File: src/rtl/riscv_pkg.sv
// riscv_pkg: shared register widths and operand-fetch FSM state encoding
package riscv_pkg;

    localparam int DATA_W = 32;
    localparam int ADDR_W = 5;

    localparam int STATE_W = 2;
    localparam logic [STATE_W-1:0] S_IDLE  = 2'd0;
    localparam logic [STATE_W-1:0] S_ADDR  = 2'd1;
    localparam logic [STATE_W-1:0] S_DATA  = 2'd2;
    localparam logic [STATE_W-1:0] S_VALID = 2'd3;

endpackage

File: src/rtl/operand_fetch_if.sv
// operand_fetch_if: request, writeback, register-file and operand signals of the fetch unit
interface operand_fetch_if #(
    parameter int DATA_W = riscv_pkg::DATA_W,
    parameter int ADDR_W = riscv_pkg::ADDR_W
) ();

    logic              req_valid;
    logic              req_ready;
    logic [ADDR_W-1:0] req_rs1;
    logic [ADDR_W-1:0] req_rs2;
    logic              wb_valid;
    logic [ADDR_W-1:0] wb_rd;
    logic [DATA_W-1:0] wb_data;
    logic [ADDR_W-1:0] rf_read_reg_num1;
    logic [ADDR_W-1:0] rf_read_reg_num2;
    logic [DATA_W-1:0] rf_read_data1;
    logic [DATA_W-1:0] rf_read_data2;
    logic [ADDR_W-1:0] rf_write_reg;
    logic [DATA_W-1:0] rf_write_data;
    logic              rf_regwrite;
    logic              op_valid;
    logic              op_ready;
    logic [DATA_W-1:0] op_a;
    logic [DATA_W-1:0] op_b;

    modport master (
        input  req_valid, req_rs1, req_rs2, wb_valid, wb_rd, wb_data,
               rf_read_data1, rf_read_data2, op_ready,
        output req_ready, rf_read_reg_num1, rf_read_reg_num2,
               rf_write_reg, rf_write_data, rf_regwrite, op_valid, op_a, op_b
    );

    modport slave (
        output req_valid, req_rs1, req_rs2, wb_valid, wb_rd, wb_data,
               rf_read_data1, rf_read_data2, op_ready,
        input  req_ready, rf_read_reg_num1, rf_read_reg_num2,
               rf_write_reg, rf_write_data, rf_regwrite, op_valid, op_a, op_b
    );

endinterface

File: src/rtl/operand_bypass.sv
// operand_bypass: per-operand writeback compare, bypass latch and operand select (forwarding enabled by OPERAND_FETCH_BYPASS_EN)
module operand_bypass #(
    parameter int DATA_W = riscv_pkg::DATA_W,
    parameter int ADDR_W = riscv_pkg::ADDR_W
) (
    input  logic              clock,
    input  logic              reset,
    input  logic              clear,
    input  logic              track,
    input  logic              capture,
    input  logic              live,
    input  logic [ADDR_W-1:0] rs,
    input  logic              wb_valid,
    input  logic [ADDR_W-1:0] wb_rd,
    input  logic [DATA_W-1:0] wb_data,
    input  logic [DATA_W-1:0] rf_data,
    output logic [DATA_W-1:0] op
);

`ifdef OPERAND_FETCH_BYPASS_EN
    localparam bit BYPASS_EN = 1'b1;
`else
    localparam bit BYPASS_EN = 1'b0;
`endif

    logic              hit;
    logic              byp_valid;
    logic [DATA_W-1:0] byp_data;

    // x0 never forwards, so its operand always comes from the register file
    assign hit = BYPASS_EN && wb_valid && wb_rd != '0 && wb_rd == rs;

    // remember the newest writeback to this operand while the read is in flight
    always_ff @(posedge clock) begin
        if (reset) begin
            byp_valid <= 1'b0;
            byp_data  <= '0;
        end else if (clear) begin
            byp_valid <= 1'b0;
        end else if (track && hit) begin
            byp_valid <= 1'b1;
            byp_data  <= wb_data;
        end
    end

    // a writeback in the capture cycle is newer than both the latch and the register file
    always_ff @(posedge clock) begin
        if (reset)
            op <= '0;
        else if (capture)
            op <= hit ? wb_data : byp_valid ? byp_data : rf_data;
        else if (live && hit)
            op <= wb_data;
    end

endmodule

File: src/rtl/operand_fetch.sv
// operand_fetch: four-state operand fetch from a registered register file, with optional writeback forwarding (OPERAND_FETCH_BYPASS_EN)
module operand_fetch #(
    parameter int DATA_W = riscv_pkg::DATA_W,
    parameter int ADDR_W = riscv_pkg::ADDR_W
) (
    input logic            clock,
    input logic            reset,
    operand_fetch_if.master bus
);

    import riscv_pkg::*;

    logic [STATE_W-1:0] state;
    logic [STATE_W-1:0] state_nxt;
    logic               accept;
    logic [ADDR_W-1:0]  rs1_q;
    logic [ADDR_W-1:0]  rs2_q;

    assign accept               = bus.req_valid && bus.req_ready;
    assign bus.req_ready        = state == S_IDLE && !reset;
    assign bus.op_valid         = state == S_VALID && !reset;
    assign bus.rf_read_reg_num1 = rs1_q;
    assign bus.rf_read_reg_num2 = rs2_q;
    assign bus.rf_write_reg     = bus.wb_rd;
    assign bus.rf_write_data    = bus.wb_data;
    assign bus.rf_regwrite      = bus.wb_valid && bus.wb_rd != '0;

    // IDLE -> ADDR -> DATA -> VALID, retiring only on op_ready
    always_comb begin
        state_nxt = state == S_IDLE ? (accept ? S_ADDR : S_IDLE)
                  : state == S_ADDR ? S_DATA
                  : state == S_DATA ? S_VALID
                  : (bus.op_ready ? S_IDLE : S_VALID);
    end

    // state register
    always_ff @(posedge clock) begin
        if (reset)
            state <= S_IDLE;
        else
            state <= state_nxt;
    end

    // read addresses are latched on acceptance and held until the next request
    always_ff @(posedge clock) begin
        if (reset) begin
            rs1_q <= '0;
            rs2_q <= '0;
        end else if (accept) begin
            rs1_q <= bus.req_rs1;
            rs2_q <= bus.req_rs2;
        end
    end

    operand_bypass #(.DATA_W(DATA_W), .ADDR_W(ADDR_W)) u_byp_a (
        .clock   (clock),
        .reset   (reset),
        .clear   (accept),
        .track   (state == S_ADDR || state == S_DATA),
        .capture (state == S_DATA),
        .live    (state == S_VALID),
        .rs      (rs1_q),
        .wb_valid(bus.wb_valid),
        .wb_rd   (bus.wb_rd),
        .wb_data (bus.wb_data),
        .rf_data (bus.rf_read_data1),
        .op      (bus.op_a)
    );

    operand_bypass #(.DATA_W(DATA_W), .ADDR_W(ADDR_W)) u_byp_b (
        .clock   (clock),
        .reset   (reset),
        .clear   (accept),
        .track   (state == S_ADDR || state == S_DATA),
        .capture (state == S_DATA),
        .live    (state == S_VALID),
        .rs      (rs2_q),
        .wb_valid(bus.wb_valid),
        .wb_rd   (bus.wb_rd),
        .wb_data (bus.wb_data),
        .rf_data (bus.rf_read_data2),
        .op      (bus.op_b)
    );

endmodule

File: src/flat_wrapper.sv
// flat-port wrapper written by rule: the top's interface ports become plain ports
module operand_fetch_flat import riscv_pkg::*;
#(
    parameter int DATA_W = riscv_pkg::DATA_W,
    parameter int ADDR_W = riscv_pkg::ADDR_W
)
  (clock, reset, bus_req_valid, bus_req_rs1, bus_req_rs2, bus_wb_valid, bus_wb_rd, bus_wb_data, bus_rf_read_data1, bus_rf_read_data2, bus_op_ready, bus_req_ready, bus_rf_read_reg_num1, bus_rf_read_reg_num2, bus_rf_write_reg, bus_rf_write_data, bus_rf_regwrite, bus_op_valid, bus_op_a, bus_op_b);
  operand_fetch_if #(.DATA_W(DATA_W), .ADDR_W(ADDR_W)) bus_i ();
  input logic clock;
  input logic reset;
  input wire logic [$bits(bus_i.req_valid)-1:0] bus_req_valid;
  input wire logic [$bits(bus_i.req_rs1)-1:0] bus_req_rs1;
  input wire logic [$bits(bus_i.req_rs2)-1:0] bus_req_rs2;
  input wire logic [$bits(bus_i.wb_valid)-1:0] bus_wb_valid;
  input wire logic [$bits(bus_i.wb_rd)-1:0] bus_wb_rd;
  input wire logic [$bits(bus_i.wb_data)-1:0] bus_wb_data;
  input wire logic [$bits(bus_i.rf_read_data1)-1:0] bus_rf_read_data1;
  input wire logic [$bits(bus_i.rf_read_data2)-1:0] bus_rf_read_data2;
  input wire logic [$bits(bus_i.op_ready)-1:0] bus_op_ready;
  output wire logic [$bits(bus_i.req_ready)-1:0] bus_req_ready;
  output wire logic [$bits(bus_i.rf_read_reg_num1)-1:0] bus_rf_read_reg_num1;
  output wire logic [$bits(bus_i.rf_read_reg_num2)-1:0] bus_rf_read_reg_num2;
  output wire logic [$bits(bus_i.rf_write_reg)-1:0] bus_rf_write_reg;
  output wire logic [$bits(bus_i.rf_write_data)-1:0] bus_rf_write_data;
  output wire logic [$bits(bus_i.rf_regwrite)-1:0] bus_rf_regwrite;
  output wire logic [$bits(bus_i.op_valid)-1:0] bus_op_valid;
  output wire logic [$bits(bus_i.op_a)-1:0] bus_op_a;
  output wire logic [$bits(bus_i.op_b)-1:0] bus_op_b;
  assign bus_i.req_valid = bus_req_valid;
  assign bus_i.req_rs1 = bus_req_rs1;
  assign bus_i.req_rs2 = bus_req_rs2;
  assign bus_i.wb_valid = bus_wb_valid;
  assign bus_i.wb_rd = bus_wb_rd;
  assign bus_i.wb_data = bus_wb_data;
  assign bus_i.rf_read_data1 = bus_rf_read_data1;
  assign bus_i.rf_read_data2 = bus_rf_read_data2;
  assign bus_i.op_ready = bus_op_ready;
  assign bus_req_ready = bus_i.req_ready;
  assign bus_rf_read_reg_num1 = bus_i.rf_read_reg_num1;
  assign bus_rf_read_reg_num2 = bus_i.rf_read_reg_num2;
  assign bus_rf_write_reg = bus_i.rf_write_reg;
  assign bus_rf_write_data = bus_i.rf_write_data;
  assign bus_rf_regwrite = bus_i.rf_regwrite;
  assign bus_op_valid = bus_i.op_valid;
  assign bus_op_a = bus_i.op_a;
  assign bus_op_b = bus_i.op_b;
  operand_fetch #(.DATA_W(DATA_W), .ADDR_W(ADDR_W)) u_core (.clock(clock), .reset(reset), .bus(bus_i));
endmodule
File: config.mk
export PLATFORM = sky130hd
export DESIGN_NAME = operand_fetch_flat
export DESIGN_NICKNAME = d
export VERILOG_FILES = /design/src/rtl/riscv_pkg.sv /design/src/rtl/operand_fetch_if.sv /design/src/rtl/operand_bypass.sv /design/src/rtl/operand_fetch.sv /design/src/flat_wrapper.sv
export SDC_FILE = /design/constraint.sdc
export NUM_CORES = 1
export LEC_CHECK = 0
export CORE_AREA = 2 2 90 92
export DETAILED_ROUTE_END_ITERATION = 10
export DIE_AREA = 0 0 92 94
export DONT_BUFFER_PORTS = 1
export GPL_ROUTABILITY_DRIVEN = 0
export GPL_TIMING_DRIVEN = 0
export PLACE_DENSITY_LB_ADDON = 0.12
export SETUP_SLACK_MARGIN = 0.02
export SLEW_MARGIN = 20
export SYNTH_ARGS = -nofsm -noshare
export SYNTH_HDL_FRONTEND = slang
export SYNTH_HIERARCHICAL = 1
export SYNTH_SLANG_ARGS = --single-unit
File: constraint.sdc
create_clock -name clock -period 2.66 [get_ports clock]
set_input_delay 0.266 -clock clock [delete_from_list [all_inputs] [get_ports clock]]
set_output_delay 0.266 -clock clock [all_outputs]
set_load 0.01 [all_outputs]
==> impl_metrics.csv, run 1 <==
group,metric,value,unit
critical_path,critPathTopFamily,"flip-flops",
critical_path,critical_path.cell_chain,"inv_1 > ha_1 > nor2b_1",
cells_and_area,mostFrequentLayoutCell,"dfxtp_1",
timing,tns,0,ns
critical_path,start_kind,"flop",
global_routing,grt.total_usage,0.1399,
timing,worst_pin_slew,0.4273,ns
global_routing,grt_pass1_wl,9356,um
timing,period_share,0.5736,
critical_path,cp_slowest_cell,"dfxtp_1",
die,fp.dieArea,0.008648,mm^2
timing,slew_headroom,0.7152,
cells_and_area,nets,438,
cells_and_area,seq_area,0.001521,mm^2
routing,wl_per_cell,14.78,um
cts,cts_buffers,9,
routing,drt_iter0_markers,64,
status,status,"finished clean",
cells_and_area,syn2layout_area_growth,12.12,%
timing,maxSlewViolCount,0,
routing,ant_nets,0,
run,maxCapViolCount,0,
routing,drc,0,
synthesis,avgSynthCellArea,10.15,um^2
timing,rsz0062_at_grt,"false",
global_routing,grt.overflow.total,0,
global_routing,grt_pass1_vias,1902,
cells_and_area,n_fill_cell,734,
placed_design,hpwl,4680,um
critical_path,path_buf_inv,1,
cells_and_area,final_cell_mix,"dfxtp_1 (76), nor2_1 (65), mux2i_1 (64), buf_4 (37), nand2_1 (21)",
power_and_ir_drop,leakage,0.001321,uW
routing,routed_wl,6267,um
timing,hold_viol_final,0,
timing,setup_viol,0,
cells_and_area,final_util,0.4579,
synthesis,syn_area,0.003107,mm^2
critical_path,crit_type,"flop to output pin",
cells_and_area,diodes,0,
cts,clk_pin_slew,0.07,ns
routing,first_pass_iters,4,
critical_path,critPathCaptureType,"output pin",
die,core,0.007607,mm^2
die,die_w,92,um
timing,max_freq,655.4,MHz
die,start_util,0.4084,
timing,fin_hold_ws,0.06761,ns
synthesis,synth_fp_nets,426,
critical_path,crit_required,2.39,ns
worst_hold_path,hold_class,"primary input to flop",
timing,skew,0.008458,ns
synthesis,yosys_warnings,6,
global_routing,grt_max_degree,13,
die,rows,32,
timing,period_minus_slack,1.526,ns
cts,clock-root-buffer,"clkbuf_8",
synthesis,syn_inst,306,
placed_design,place_area,0.003234,mm^2
power_and_ir_drop,finalPower,2563,uW
cts,cts_tree,"yes",
cells_and_area,drive_gt1_frac,0.1894,
power_and_ir_drop,power_density,735.7,mW/mm^2
placed_design,io_buffers,0,
routing,vias,1981,
critical_path,crit_arrival,1.26,ns
power_and_ir_drop,worst_ir_drop_vdd,0.2822,mV
cts,clock_latency,0.33,ns
cts,clock_sinks,76,
die,num_io_pins,230,
critical_path,cp_max_fo,5,
global_routing,antenna_found_initial,0,
cells_and_area,fin_area,0.003483,mm^2
routing,via_per_inst,4.672,
cts,cts_buffer_depth,2,
die,die_h,94,um
cells_and_area,multiInputGateArea,0.001117,mm^2
cts,h-tree-depth,3,
critical_path,slowest_delay,0.33,ns
==> flip-flops by register name (all words and copies together) (netlist names) <==
name,flops
u_core/u_byp_a/op,32
u_core/state,2
u_core/bus.rf_read_reg_num2,5
u_core/u_byp_b/op,32
u_core/bus.rf_read_reg_num1,5
==> where the power goes <==
part	switching (uW)	total, uW	internal (uW)
clock	398	1040	645
sequential	60.7	1250	1190
combinational	131	268	137
==> repair_timing <==
action,in CTS,in global routing
buffers inserted,0,0
hold buffers,1,0
endpoints found under the hold margin,6,0
resized for setup,0,0
==> final timing paths <==
path | start | to | slack [ns] | cells past startpoint
hold / removal | bus_req_rs2[4] | u_core/bus.rf_read_reg_num2[4] | 0.07 | 2
setup / recovery | u_core/state[0] | bus_req_ready | 1.13 | 3
setup reg to reg | u_core/state[0] | u_core/u_byp_b/op[21] | 1.28 | 6
hold reg to reg | u_core/bus.rf_read_reg_num2[4] | u_core/bus.rf_read_reg_num2[4] | 0.51 | 2
==> stage by stage <==
stage	instances	setup slack [ns]
6_report	424	1.134
5_1_grt	424	1.027
4_1_cts	424	1.097
3_5_place_dp	408	1.280
3_3_place_gp	408	1.315
2_1_floorplan	306	1.418
==> layout make-up <==
type	instances	share of cell area
tap	102	0.03664
clock inverter	4	0.02802
sequential	76	0.4368
inverter	3	0.003233
timing repair buffer	1	0.002874
buffer	54	0.1311
clock buffer	11	0.04059
multi-input combinational	173	0.3208
==> worst reg2reg max path, cell delays in order (launching register included) <==
cell and delay (ns):
dfxtp_1 0.33, inv_1 0.08, ha_1 0.25, buf_6 0.19, buf_12 0.15, mux2i_1 0.20, nor2_1 0.05
==> per-layer routing <==
layer / part of all wire / wire [um] / up-vias / GRT usage
met2: 0.46 / 2913 / 130 / 0.2151
met5: 0 / 0 / - / 0
met3: 0.12 / 748 / 7 / 0.06260
met1: 0.40 / 2536 / 870 / 0.1638
met4: 0.011 / 69 / 0 / 0.07463
li1: - / - / 974 / -
(Power assumes the default switching activity.)
==> run 2: changes to the inputs <==
Clock period 2.66 ns to 1.4 ns, I/O delays scaled along.
==> run 2 against run 1 <==
Critical path depth is 3 higher. Cell count rose by 18%. Non-clock buffer count is 75 higher. First-iteration DRC count grew 7.8%. Clock power rose by 91%. Register-to-register slack lost 1.2 ns. Largest cell class unchanged.
==> impl_metrics.csv, run 2 (synthesis results as in run 1) <==
group,metric,value,unit
global_routing,antenna_found_initial,0,
critical_path,critPathCaptureType,"flop",
cells_and_area,finalNonFillerCells,499,
global_routing,grt.overflow.total,0,
cells_and_area,final_cell_mix,"dlygate4sd3_1 (76), dfxtp_1 (75), nor2_1 (65), mux2i_1 (61), buf_4 (37)",
timing,setup_viol,0,
global_routing,grt.total_usage,0.1656,
routing,drc,0,
timing,maxSlewViolCount,0,
power_and_ir_drop,worst_ir_drop_vdd,0.5844,mV
cells_and_area,seq_area,0.001523,mm^2
worst_hold_path,min_to,"u_core/state[1]",
die,die_w,92,um
timing,slew_headroom,0.7127,
global_routing,grt_max_degree,13,
cells_and_area,nets,513,
routing,wl_per_cell,14.77,um
cts,clock_sinks,76,
critical_path,crit_arrival,1.54,ns
timing,hold_viol_final,0,
cts,h-tree-depth,3,
cts,clock-root-buffer,"clkbuf_8",
power_and_ir_drop,leakage,0.001648,uW
cts,cts_buffer_depth,2,
cells_and_area,mostFrequentLayoutCell,"dlygate4sd3_1",
cells_and_area,syn2layout_area_growth,38.22,%
placed_design,hpwl,4680,um
routing,vias,2306,
routing,via_per_inst,4.621,
die,rows,32,
cts,cts_setup_buffers,0,
timing,fin_ws,0.07226,ns
cells_and_area,n_fill_cell,644,
routing,ant_nets,0,
cts,clk_pin_slew,0.08,ns
die,core,0.007607,mm^2
cts,cts_buffers,9,
cells_and_area,drive_gt1_frac,0.1763,
critical_path,r2r_setup_slack,0.07,ns
placed_design,place_area,0.003234,mm^2
cells_and_area,diodes,0,
timing,skew,0.006530,ns
routing,first_pass_iters,4,
critical_path,cp_max_fo,10,
routing,drt_iter0_markers,69,
cells_and_area,multiInputGateArea,0.001164,mm^2
die,die_h,94,um
cells_and_area,fin_area,0.004294,mm^2
routing,routed_wl,7369,um
timing,max_freq,753.2,MHz
timing,worst_pin_slew,0.4310,ns
worst_hold_path,hold_start,"bus_op_ready",
cts,clock_latency,0.33,ns
global_routing,grt_pass1_vias,2260,
critical_path,reg2reg_depth,6,
timing,period_share,0.9484,
critical_path,r2r_start,"u_core/state[0]",
placed_design,io_buffers,0,
die,start_util,0.4084,
run,maxCapViolCount,0,
power_and_ir_drop,power_density,1185,mW/mm^2
cts,cts_tree,"yes",
timing,fin_hold_ws,0.07015,ns
worst_hold_path,hold_class,"primary input to flop",
placed_design,pre_cts_slack,0.01998,ns
critical_path,crit_type,"flop to flop",
critical_path,reg2reg_to,"u_core/u_byp_a/op[16]",
placed_design,place_inst,408,
cells_and_area,reg_top3,"u_core/u_byp_a/op (32), u_core/u_byp_b/op (32)",
die,num_io_pins,230,
status,status,"finished clean",
timing,period_minus_slack,1.328,ns
worst_hold_path,min_path_cells,3,
critical_path,crit_required,1.61,ns
global_routing,grt_pass1_wl,11140,um
die,fp.dieArea,0.008648,mm^2
critical_path,start_kind,"flop",
## run 2: cell count changes in the layout (fill, tap and decap cells not counted), sizes merged
cell and change:
dlygate4sd3 +75, clkbuf +2, buf -2
## run 2: cell type report
cell class	count	area share
plain buffers	54	0.1093
clock buffers	11	0.03293
clock inverters	4	0.02273
inverters	3	0.002622
multi-input cells	173	0.2710
flip-flops and latches	76	0.3546
well taps	102	0.02972
repair buffers	76	0.1772
## run 2: routing by layer
metal	global-route usage	vias up	routed length (um)
li1	-	1123	-
met5	0	-	0
met3	0.05859	8	709
met4	0.07836	0	86
met2	0.2788	139	3726
met1	0.1878	1036	2846
## run 2: what timing repair did
action,4_1_cts,5_1_grt
hold buffers,76,0
pin swaps,0,0
endpoints found under the hold margin,75,0
setup endpoints to repair,14,60
cloned,0,0
resized for setup,3,13
## run 2: worst max-delay path, cell delays in order, from the launching register on
cell	delay, ns
dfxtp_2	0.34
inv_2	0.10
ha_4	0.18
buf_8	0.15
buf_12	0.15
mux2i_2	0.23
nor2_1	0.06
## run 2: through the flow
| stage | utilization | power, uW | TNS, ns |
|---|---|---|---|
| after floorplan | - | 2859 | 0 |
| after global placement | 0.4252 | 2936 | 0 |
| after detailed placement | 0.4252 | 2940 | 0 |
| after CTS | 0.5574 | 5111 | 0 |
| after global routing | 0.5645 | 5335 | -0.01730 |
| final | 0.5645 | 5089 | 0 |
## run 2: report_power, final
part	total (uW)	switching [uW]	internal (uW)
combinational	716	297	420
clock	1990	763	1220
sequential	2390	120	2270
total	5090	1180	3910
## run 2: worst max path at each step
stage,start,to,depth (start not counted)
floorplan,u_core/state[0],u_core/u_byp_a/op[0],6
global placement,u_core/state[0],u_core/u_byp_b/op[28],6
detailed placement,u_core/state[0],u_core/u_byp_b/op[6],6
CTS,u_core/state[0],bus_req_ready,3
global route,u_core/state[1],u_core/bus.rf_read_reg_num2[1],6
finish,u_core/state[0],u_core/u_byp_a/op[16],6
